==> config.mk <==
export PLATFORM = sky130hd
export DESIGN_NAME = coincidence_output_arbiter
export DESIGN_NICKNAME = d
export VERILOG_FILES = /design/src/rtl/coincidence_output_arbiter.sv
export SDC_FILE = /design/constraint.sdc
export NUM_CORES = 2
export LEC_CHECK = 0
export CORE_AREA = 2 2 520 522
export DETAILED_ROUTE_END_ITERATION = 10
export DIE_AREA = 0 0 522 524
export GPL_ROUTABILITY_DRIVEN = 1
export HOLD_SLACK_MARGIN = 0.03
export PLACE_DENSITY = 0.42
export SYNTH_ARGS = -nofsm -noshare
export SYNTH_HDL_FRONTEND = slang
export SYNTH_SLANG_ARGS = --single-unit
==> constraint.sdc <==
create_clock -name clk -period 15.6 [get_ports clk]
set_clock_uncertainty 0.15 [all_clocks]
set_input_delay 3.12 -clock clk [delete_from_list [all_inputs] [get_ports clk]]
set_output_delay 3.12 -clock clk [all_outputs]
set_load 0.01 [all_outputs]
==> src/rtl/coincidence_output_arbiter.sv <==
// coincidence_output_arbiter: round-robin merge of per-channel coincidence records
// into one registered valid/ready stream, with saturating stats and overflow flags.
module coincidence_output_arbiter #(
   parameter int NUM_CH      = 4,
   parameter int CH_ID_WIDTH = 2,
   parameter int DATA_WIDTH  = 256
) (
   input  logic                         clk,
   input  logic                         rst,
   input  logic                         enable,
   input  logic                         clr_stats,
   input  logic [NUM_CH*DATA_WIDTH-1:0] ch_data,
   input  logic [NUM_CH-1:0]            ch_en,
   output logic [DATA_WIDTH-1:0]        odata,
   output logic [CH_ID_WIDTH-1:0]       odata_ch,
   output logic                         odata_valid,
   input  logic                         odata_ready,
   output logic [NUM_CH-1:0]            overflow_flags,
   output logic [31:0]                  event_count,
   output logic [15:0]                  drop_count
);
   typedef enum logic {S_IDLE, S_OUT} state_t;
   state_t state, state_n;
   logic [NUM_CH-1:0] pending, cap, drop;
   logic [DATA_WIDTH-1:0] hold [NUM_CH];
   logic [CH_ID_WIDTH-1:0] ptr, win;
   logic found, grant, xfer;
   logic [4:0] ndrop;
   logic [16:0] dsum;
   // lowest pending channel overall, then overridden by the lowest one at or above ptr
   always_comb begin
      win = '0;
      found = 1'b0;
      for (int k = NUM_CH - 1; k >= 0; k--)
         if (pending[k]) begin
            win = CH_ID_WIDTH'(k);
            found = 1'b1;
         end
      for (int k = NUM_CH - 1; k >= 0; k--)
         if (pending[k] && CH_ID_WIDTH'(k) >= ptr) win = CH_ID_WIDTH'(k);
   end
   always_comb begin
      grant = found && (state == S_IDLE || odata_ready);
      xfer = state == S_OUT && odata_ready;
      state_n = grant ? S_OUT : xfer ? S_IDLE : state;
      for (int k = 0; k < NUM_CH; k++) begin
         cap[k] = enable && ch_en[k] && (!pending[k] || (grant && win == CH_ID_WIDTH'(k)));
         drop[k] = enable && ch_en[k] && !cap[k];
      end
      ndrop = 5'($countones(drop));
      dsum = {1'b0, drop_count} + 17'(ndrop);
   end
   assign odata_valid = state == S_OUT;
   always_ff @(posedge clk or negedge rst)
      if (!rst) state <= S_IDLE;
      else state <= state_n;
   always_ff @(posedge clk)
      for (int k = 0; k < NUM_CH; k++)
         if (cap[k]) hold[k] <= ch_data[k*DATA_WIDTH +: DATA_WIDTH];
   always_ff @(posedge clk or negedge rst)
      if (!rst) begin
         pending <= '0;
         ptr <= '0;
         odata <= '0;
         odata_ch <= '0;
         overflow_flags <= '0;
         event_count <= '0;
         drop_count <= '0;
      end else begin
         if (grant) begin
            odata <= hold[win];
            odata_ch <= win;
            ptr <= CH_ID_WIDTH'((int'(win) + 1) % NUM_CH);
         end
         for (int k = 0; k < NUM_CH; k++)
            if (cap[k]) pending[k] <= 1'b1;
            else if (grant && win == CH_ID_WIDTH'(k)) pending[k] <= 1'b0;
         event_count <= clr_stats ? '0 : (xfer && event_count != '1) ? event_count + 32'd1 : event_count;
         drop_count <= clr_stats ? '0 : dsum[16] ? 16'hFFFF : dsum[15:0];
         overflow_flags <= clr_stats ? '0 : overflow_flags | drop;
      end
endmodule
* Yosys cells after proc, flatten, opt, wreduce, memory -nomap -nowiden
Memory sizes are Yosys's and may differ from the RTL's. A register that Yosys moved wholly into a read port is not among the register bits.
Cells that the tools add are included.
** Word-level totals
- Bits in writable memories :: 1024
- Memories kept :: 1
- Logic and storage cells :: 106
- Output and inout port bits :: 311
- Input bits :: 1033
- Register bits :: 61
** Memories
- hold :: words 4, width 256, rd ports 1, clocked after memory_dff 1, wr ports 4, RTL line 25 : logic [DATA_WIDTH-1:0] hold [NUM_CH];
** Operators by class
- Bitwise gates (word level) :: 2
- Multiplexer cells :: 35
- $lt $le $gt $ge :: 4
- Equality and inequality tests :: 4
- $add $sub $neg :: 6
- Reductions and logical operators :: 44
** Operators with widths (count)
- $mux W32 :: 2
- $add A32 B1 Y32 const B :: 1
- $mux W16 :: 2
- $ne A32 B32 Y1 const B :: 1
- $logic_and A1 B1 Y1 :: 23
- $mux W1 :: 22
- $add A16 B3 Y17 :: 1
- $mux W2 :: 8
- $reduce_bool A2 Y1 :: 6
- $logic_not A1 Y1 :: 9
- $logic_or A1 B1 Y1 :: 5
- $add A1 B1 Y2 :: 2
- $eq A2 B2 Y1 const B :: 2
- $ge A1 B2 Y1 const A :: 2
- $ge A2 B2 Y1 const A :: 2
- $mux W4 :: 1
- $or A4 B4 Y4 :: 1
- $add A2 B2 Y3 :: 1
- $add A2 B1 Y2 const B :: 1
- $eq A2 B1 Y1 const B :: 1
- $logic_not A2 Y1 :: 1
- $not A1 Y1 :: 1

* Depth between registers and ports, before layout
- Depth in word-level cells :: 19
- Gate-level depth with buffers :: 20
- Gate-level depth less buffers :: 17

* Worst setup path after synthesis
No wires, ideal clock.
- Kind :: input to register
- From :: input odata_ready
- To :: memory hold[0][0] (enable)
- Setup time :: 878 ps
- Path slack :: -107 ps
- Arrival time :: 14679 ps
- Buffers on the path :: 2
- Stages :: 6
- Cells stage by stage :: inv_1 a21oi_1 clkbuf_1 clkbuf_1 a21boi_0 nor2_1
** RTL lines
- start: declaration :: RTL line 17 : input logic odata_ready,
- end: declaration :: RTL line 25

* Worst setup path in the final report
- From :: input odata_ready
- To :: register odata[104] (read register of hold)
** Between the ends
- Cells in the longest elaborated chain, start to end :: 2
** RTL lines
- $logic_or A1 B1 Y1 :: RTL line 43 : grant = found && (state == S_IDLE || odata_ready);
- $logic_and A1 B1 Y1 :: RTL line 43
- end: declaration :: RTL line 14 : output logic [DATA_WIDTH-1:0] odata,
No other way between the ends.
A chain may end at the register's enable or synchronous reset.

==> impl_metrics.json <==
{
  "synth_flop_cell": "edfxtp_1",
  "first_global_vias": 37800,
  "grt_usage": 0.185,
  "antenna_left": 0,
  "path_class": "input port to flip-flop",
  "report.final.slew_viol_count": 0,
  "fin_crit_ns": 6.69,
  "hold_ws_ns": 0.339,
  "rsz0062_at_grt": "false",
  "setup_slack_ns": 8.91,
  "p_leak_nw": 24.4,
  "hold_viol_final": 0,
  "gp_congestion": 0.878,
  "drtPass1Iterations": 5,
  "min_period_over_period": 0.429,
  "cts_resized": 0,
  "die_w_um": 522,
  "cts_sinks": 1341,
  "nets": 5801,
  "required_ns": 16.08,
  "core_mm2": 0.267,
  "ir_drop_mv": 0.192,
  "clkLatencyLatePin_ns": 0.83,
  "min_path_cells": 2,
  "synthArstFlopShare": 0.236,
  "placed_cells": 8138,
  "syn_avg_cell_area_um2": 14.8,
  "power_frac_clock": 0.282,
  "htree_levels": 4,
  "routed_wl_mm": 264,
  "clockRootBuffer": "clkbuf_16",
  "cts_setup_buffers": 0,
  "pre_cts_ws_ns": 8.14,
  "dr_wl_met3_mm": 25.1,
  "combPwrFrac": 0.359,
  "stdcell_count": 8488,
  "wl_met2_mm": 125,
  "gr-total-overflow": 0,
  "antenna_found_initial": 132,
  "switching_share": 0.386,
  "arrival_ns": 7.16,
  "max_cap_violations": 0,
  "drive_above_1_share": 0.0723,
  "synth_nets": 4482,
  "worst_setup_path_end_kind": "flip-flop",
  "clkTransAtPathRegs_ns": 0.06,
  "syn_area_mm2": 0.0508,
  "fmax_mhz": 150,
  "startpoint_type": "input port",
  "drc": 0,
  "cts_hold_buf": 0,
  "grt_max_degree": 160,
  "met1Wirelength_mm": 105,
  "dpl.hpwl_mm": 192,
  "cp_max_fo": 58,
  "cts_buffer_depth": 4,
  "p_seq_frac": 0.358,
  "cts_tree": "yes",
  "setup_viol": 0,
  "rr_worst_depth": 11,
  "power.switching_mw": 5.43,
  "top_layer": "met5",
  "die-area_mm2": 0.274,
  "r2r_slack_ns": 10.15,
  "area_growth_pct": 45.8,
  "slew_headroom": 0.111,
  "drt_iter0_drc": 2928,
  "min_path_type": "flip-flop to flip-flop",
  "die_h_um": 524,
  "start_util": 0.190,
  "vias_per_cell": 4.41,
  "synth_edf_count": 1024,
  "final_util": 0.277,
  "vias": 37400,
  "numCtsBuffers": 171,
  "power_density_mw_per_mm2": 190,
  "tns_ns": 0,
  "rows": 190,
  "synthCells": 3440,
  "synth-seq-area-share": 0.762,
  "post_drt_wl_per_cell_um": 31.1,
  "ios": 1344,
  "ys_ff_latch": 1341,
  "intPower_mw": 8.65,
  "status": "complete, no violations",
  "portBuffers": 1343,
  "grt_pass1_wl_mm": 348,
  "yosysUniqueCellTypes": 51,
  "ys.warnings.count": 0,
  "worst_pin_slew_ns": 1.31
}
-- cell usage in the layout, fill, tap and decap left out, types with 43 or more instances in the layout --
cell type        synthesis  routed
nor2_1                 294     289
diode_2                  0      43
dfrtp_1                317     317
nor4b_1                256     256
edfxtp_1              1024    1024
buf_4                    2      62
nand2_1                551     551
clkdlybuf4s50_1          0    1342
clkbuf_16                0     173
a211oi_1               257     257
a311oi_1               256     256
-- registers in the layout, summed over array words and instances (netlist names) --
name and count:
hold 1024, odata_valid 1, ptr 2, odata 256, event_count 32, drop_count 16
pending 4, odata_ch 2, overflow_flags 4
-- power by group through the flow --
stage	clock, mW	sequential (mW)	combinational (mW)
final	3.98	5.05	5.06
after floorplan	0	5.24	2.20
after detailed placement	0	5.12	5.20
after CTS	4.10	5.07	5.21
after global routing	4.21	5.12	5.44
after global placement	0	5.12	5.17
-- per-layer routing --
metal	up-vias	GRT usage
li1	16100	-
met1	19100	0.227
met2	1721	0.303
met3	450	0.0654
met4	98	0.0600
met5	-	0
-- path summary, 6_finish.rpt --
path,start,end
max in group asynchronous,rst,odata[122]$_DFFE_PN0P_
min in group asynchronous,rst,drop_count[14]$_DFF_PN0_
worst min register to register,odata_ch[1]$_DFFE_PN0P_,odata_ch[1]$_DFFE_PN0P_
worst min-delay path,odata_ch[1]$_DFFE_PN0P_,odata_ch[1]$_DFFE_PN0P_
worst max register to register,ptr[1]$_DFFE_PN0P_,odata[88]$_DFFE_PN0P_
worst max-delay path,odata_ready,odata[104]$_DFFE_PN0P_
-- final cells by class --
cell class | instances | area, um^2
fill | 27400 | 193000
multi-input combinational | 1818 | 11100
tap | 3552 | 4440
timing repair buffer | 1413 | 14100
antenna | 43 | 108
clock buffer | 240 | 4870
inverter | 14 | 60.1
clock inverter | 67 | 671
sequential | 1341 | 38700
-- cell usage after synthesis, drive strengths merged (2+ instances only) --
master / number / area [um^2]
xnor2: 11 / 96.3
a21oi: 37 / 185
nor2: 294 / 1100
or2: 2 / 12.5
or4: 9 / 77.6
xor2: 8 / 70.1
and4: 5 / 43.8
or3: 8 / 50.1
fa: 3 / 60.1
nor4: 8 / 50.1
o31ai: 7 / 57.6
buf: 32 / 140
nor4b: 256 / 2240
nor2b: 7 / 43.8
a21boi: 3 / 22.5
o21ai: 9 / 45.0
nand4: 12 / 87.6
nand2b: 5 / 31.3
and3: 5 / 31.3
nor3: 8 / 40.0
a211oi: 257 / 1930
a31o: 2 / 17.5
nand3: 19 / 95.1
a2111oi: 2 / 17.5
inv: 14 / 52.6
ha: 6 / 75.1
mux2: 6 / 67.6
nand2: 551 / 2070
clkbuf: 235 / 882
a311oi: 256 / 2240
a31oi: 6 / 37.5
nor3b: 2 / 15.0
a21o: 5 / 37.5
edfxtp: 1024 / 30700
dfrtp: 317 / 7930
o2111ai: 2 / 17.5
-- critical path, stage by stage --
cell and delay (ns):
clkdlybuf4s50_1 0.51, inv_1 0.11, a21o_1 0.25, nor2_4 0.82
buf_4 0.67, buf_4 0.55, buf_4 0.75, a311oi_1 0.20
-- cells by family after synthesis --
logic type	Yosys count	share of synthesized area
compound gates	588	0.0911
xor+xnor	19	0.00328
fa+ha+maj	9	0.00266
buf+inv	281	0.0212
flops	1341	0.762
mux	7	0.00153
simple gates	1195	0.119
-- metrics by stage --
step           instance area (um^2)  power, mW
2_1_floorplan                 50800       7.44
3_3_place_gp                  68400       10.3
3_5_place_dp                  68400       10.3
4_1_cts                       73900       14.4
5_1_grt                       74000       14.8
6_report                      74000       14.1
Note: power is estimated with default switching activity, not from simulation.
